File: src/rtl/if_stage.sv
// Instruction-fetch stage: program counter, next-PC selection and the IF/ID
// pipeline register, with stall, flush, branch redirect, run gating and fetch counter.
module if_stage #(
   parameter int unsigned      XLEN     = 32,
   parameter logic [XLEN-1:0]  RESET_PC = '0,
   parameter int unsigned      CNT_W    = 32
) (
   input  logic             clk_i,
   input  logic             rst_i,
   input  logic             start_i,
   input  logic             stall_i,
   input  logic             flush_i,
   input  logic             branch_i,
   input  logic [XLEN-1:0]  branch_target_i,
   output logic [XLEN-1:0]  imem_addr_o,
   input  logic [31:0]      imem_inst_i,
   output logic [XLEN-1:0]  if_id_pc4_o,
   output logic [31:0]      if_id_inst_o,
   output logic             if_id_valid_o,
   output logic             misalign_o,
   output logic [CNT_W-1:0] fetch_count_o
);

   logic [XLEN-1:0] pc;
   logic [XLEN-1:0] pc_plus4;

   assign pc_plus4    = pc + XLEN'(4);
   assign imem_addr_o = pc;

   always_ff @(posedge clk_i) begin
      if (rst_i) begin
         pc            <= RESET_PC;
         if_id_pc4_o   <= '0;
         if_id_inst_o  <= '0;
         if_id_valid_o <= 1'b0;
         misalign_o    <= 1'b0;
         fetch_count_o <= '0;
      end else if (stall_i) begin
         // Redirects seen during a stall are dropped; ID re-presents them afterwards.
         misalign_o <= 1'b0;
      end else if (branch_i) begin
         pc            <= {branch_target_i[XLEN-1:2], 2'b00};
         if_id_pc4_o   <= '0;
         if_id_inst_o  <= '0;
         if_id_valid_o <= 1'b0;
         misalign_o    <= |branch_target_i[1:0];
      end else if (flush_i) begin
         if (start_i)
            pc <= pc_plus4;
         if_id_pc4_o   <= '0;
         if_id_inst_o  <= '0;
         if_id_valid_o <= 1'b0;
         misalign_o    <= 1'b0;
      end else if (!start_i) begin
         if_id_pc4_o   <= '0;
         if_id_inst_o  <= '0;
         if_id_valid_o <= 1'b0;
         misalign_o    <= 1'b0;
      end else begin
         pc            <= pc_plus4;
         if_id_pc4_o   <= pc_plus4;
         if_id_inst_o  <= imem_inst_i;
         if_id_valid_o <= 1'b1;
         misalign_o    <= 1'b0;
         fetch_count_o <= fetch_count_o + CNT_W'(1);
      end
   end

endmodule

File: config.mk
export PLATFORM = sky130hd
export DESIGN_NAME = if_stage
export DESIGN_NICKNAME = d
export VERILOG_FILES = /design/src/rtl/if_stage.sv
export SDC_FILE = /design/constraint.sdc
export NUM_CORES = 1
export LEC_CHECK = 0
export ABC_AREA = 1
export BUFFER_PORTS_ARGS = -buffer_cell sky130_fd_sc_hd__buf_2
export CELL_PAD_IN_SITES_DETAIL_PLACEMENT = 1
export CELL_PAD_IN_SITES_GLOBAL_PLACEMENT = 1
export CORE_MARGIN = 4
export CORE_UTILIZATION = 38
export DETAILED_ROUTE_END_ITERATION = 6
export PLACE_DENSITY_LB_ADDON = 0.08
export SETUP_SLACK_MARGIN = 0.3
export SLEW_MARGIN = 5
export SYNTH_ARGS = -nofsm -noshare
export SYNTH_HDL_FRONTEND = slang
export SYNTH_SLANG_ARGS = --single-unit
export TNS_END_PERCENT = 10
File: constraint.sdc
create_clock -name clk_i -period 3.57 [get_ports clk_i]
set_clock_uncertainty 0.15 [all_clocks]
set_input_delay 0.1785 -clock clk_i [delete_from_list [all_inputs] [get_ports clk_i]]
set_output_delay 0.1785 -clock clk_i [all_outputs]
set_load 0.01 [all_outputs]
==> flow_summary.ini <==
[synthesis]
synth_cells = 827
synth_top_area_cell = dfxtp_1
async_flop_share = 0
ys_types = 42
ys_ff_latch = 127
seq_area_frac_synth = 0.4228
yosysMostFrequentCell = nand2_1
netlist_area_um2 = 6013
synth.avg_cell_area_um2 = 7.271
synthTopCellsByArea = dfxtp_1 (42%), nand2_1 (13%), nor2_1 (6.8%)
synth_commonest_cells = nand2_1 (213), dfxtp_1 (127), nor2_1 (109)
synth_ff_type = dfxtp_1
yosysWarnings = 0
synth_top_area_frac = 0.4228
synth_edf_count = 0

[global_routing]
met3_usage = 0.06114
grt-ovfl-total = 0
top_usage_layer = met2
grt_pass1_vias = 6722
grt_max_degree = 50
grt_use_met2 = 0.4161
grt_pass1_wl_um = 37000
antenna_found_initial = 0
grt_usage = 0.2566
gr-usage-met1 = 0.3468

[setup_path]
path_max_fanout = 15
required_ps = 3740
endpoint_kind = register
r2r-start = imem_addr_o[2]$_SDFFE_PP0P_
startpoint_type = input port
cp.arrival_ps = 2220
rrSetupSlack_ps = 1530
worst-setup-path-type = in -> reg
timing.rr.end = imem_addr_o[12]$_SDFFE_PP0P_
r2r_cells = 8

[power_and_ir_drop]
p_leak_nw = 3.729
ir_drop_v = 0.0003149
power_density_nw_per_um2 = 440.7

[cts]
clockBufferDepth = 2
cts_buffers = 17
cts_tree = built
cts_resized = 0
clk_pin_slew_ps = 60
cts.sinks = 127
cts_root_buffer = clkbuf_16
clk_latency_ps = 430
htreeDepth = 4

[timing]
timing.final.crit_share = 0.5739
worst_pin_slew_ps = 734.5
setup_viol = 0
timing.final.crit_period_ps = 2049
holdWs_ps = 25.98
final.setup.tns_ps = 0
timing_hold_violations_final = 0
relSlewSlack = 0.5098
rsz0062_at_grt = false
maxClockFrequency_ghz = 0.4881
slew_viol_final = 0

[die]
fp-row-count = 45
io_pins = 200
fp.coreArea_um2 = 15370
start_util = 0.3912
die_h_um = 133.8
die_area_um2 = 17900
die_x_um = 133.8

[routing]
wl_per_cell_um = 17.55
antenna_left = 0
drcViolationCount = 0
drt-initial-drc-count = 359
drt_pass1_iterations = 5
routed_wl_um = 22840
vias_per_cell = 5.083
num_vias = 6613

[final_layout]
area_delta_synth_final_pct = 39.26
finalInstanceArea_um2 = 8374
stdcell_count = 1301
insertedDiodeCount = 0
layout-drive-gt1-share = 0.2431
fillerInstances = 1973
fin_nets = 1149
final_core_util = 0.5448

[placement]
dp_hpwl_um = 15560
place_congestion = 0.8581
placed_cell_area_um2 = 7133
dp_cells = 1206
numPortBuffers = 197

[worst_hold_path]
holdPathStages = 5
hold_end = imem_addr_o[25]$_SDFFE_PP0P_
hold_class = in -> reg
hp-start = branch_target_i[25]

[run_status]
status = complete, no violations

[run]
cap_violations = 0
report_power, final:
part           switching (mW)  internal, mW
Sequential             0.0548          1.45
Combinational           0.192         0.153
Clock                   0.722          1.11
state kept, by name (all words and copies together) (netlist names):
register and cells:
if_id_pc4_o 31, imem_addr_o 30, if_id_inst_o 32, fetch_count_o 32
misalign_o 1, if_id_valid_o 1
worst max-delay path: stages:
cell and delay (ps):
dlygate4sd3_1 540, buf_2 150, nor2_1 180, nand2_4 170, inv_2 230, nand3_2 160, nor3_2 270, nand2_1 130
o21bai_1 140, nor2_1 50
stage by stage:
step	worst slack [ps]	power, mW
2_1_floorplan	1821	1.687
3_3_place_gp	1394	1.818
3_5_place_dp	1328	1.822
4_1_cts	1529	3.705
5_1_grt	1333	3.824
6_report	1521	3.690
routing by layer:
layer,part of all wire,vias up
met1,0.48,3171
li1,-,3235
met2,0.45,184
met4,0.013,0
met3,0.059,23
met5,0,-
cells by family (layout without fill, tap and decap cells):
| logic type | Yosys count | in the layout | share of synthesized area |
|---|---|---|---|
| xor+xnor | 17 | 17 | 0.02476 |
| buf+inv | 90 | 352 | 0.06450 |
| fa+ha+maj | 2 | 2 | 0.004161 |
| simple gates | 414 | 414 | 0.3019 |
| compound gates | 176 | 176 | 0.1812 |
| flops | 127 | 127 | 0.4228 |
| other cells | 1 | 2 | 0.0006236 |
area by class of cell:
| cell class | instances | area [um2] | area share |
|---|---|---|---|
| well taps | 211 | 264.0 | 0.03153 |
| repair buffers | 265 | 1654 | 0.1975 |
| inverters | 55 | 206.4 | 0.02465 |
| clock inverters | 14 | 181.4 | 0.02166 |
| flip-flops and latches | 127 | 2542 | 0.3036 |
| multi-input cells | 611 | 3097 | 0.3698 |
| clock buffers | 18 | 429.2 | 0.05125 |
cells in the final DEF (no fill, tap or decap), types with 3 or more instances in the layout:
cell type	count
a21o_1	10
dlygate4sd3_1	63
nand3b_1	5
o21bai_1	4
inv_1	52
nor2_1	109
nand3_2	4
a31oi_1	3
inv_6	5
xor2_1	12
a21oi_1	74
dfxtp_1	127
nor2_2	8
a22o_1	43
nor2_4	9
clkinvlp_4	3
nand4_1	9
buf_2	197
o21ai_0	37
nand3_1	39
nor3_1	3
nand2_2	3
nand2_1	213
xnor2_1	5
bufinv_16	3
clkbuf_16	17
buf_4	5
worst max-delay path by stage:
stage                           startpoint                              to  slack (ps)
3_5_place_dp                      branch_i    imem_addr_o[28]$_SDFFE_PP0P_        1330
2_1_floorplan  imem_addr_o[2]$_SDFFE_PP0P_    imem_addr_o[12]$_SDFFE_PP0P_        1820
3_3_place_gp                      branch_i    imem_addr_o[29]$_SDFFE_PP0P_        1390
5_1_grt                            stall_i  fetch_count_o[24]$_SDFFE_PP0P_        1330
6_report                           stall_i  fetch_count_o[24]$_SDFFE_PP0P_        1520
4_1_cts                            stall_i  fetch_count_o[24]$_SDFFE_PP0P_        1530
timing repair:
item                                    CTS  global route
buffers inserted                          0             0
endpoints found under the hold margin    62             0
endpoints found under the setup margin    0             0
hold buffers                             63             0
No activity file was read; power rests on OpenSTA's default activity.
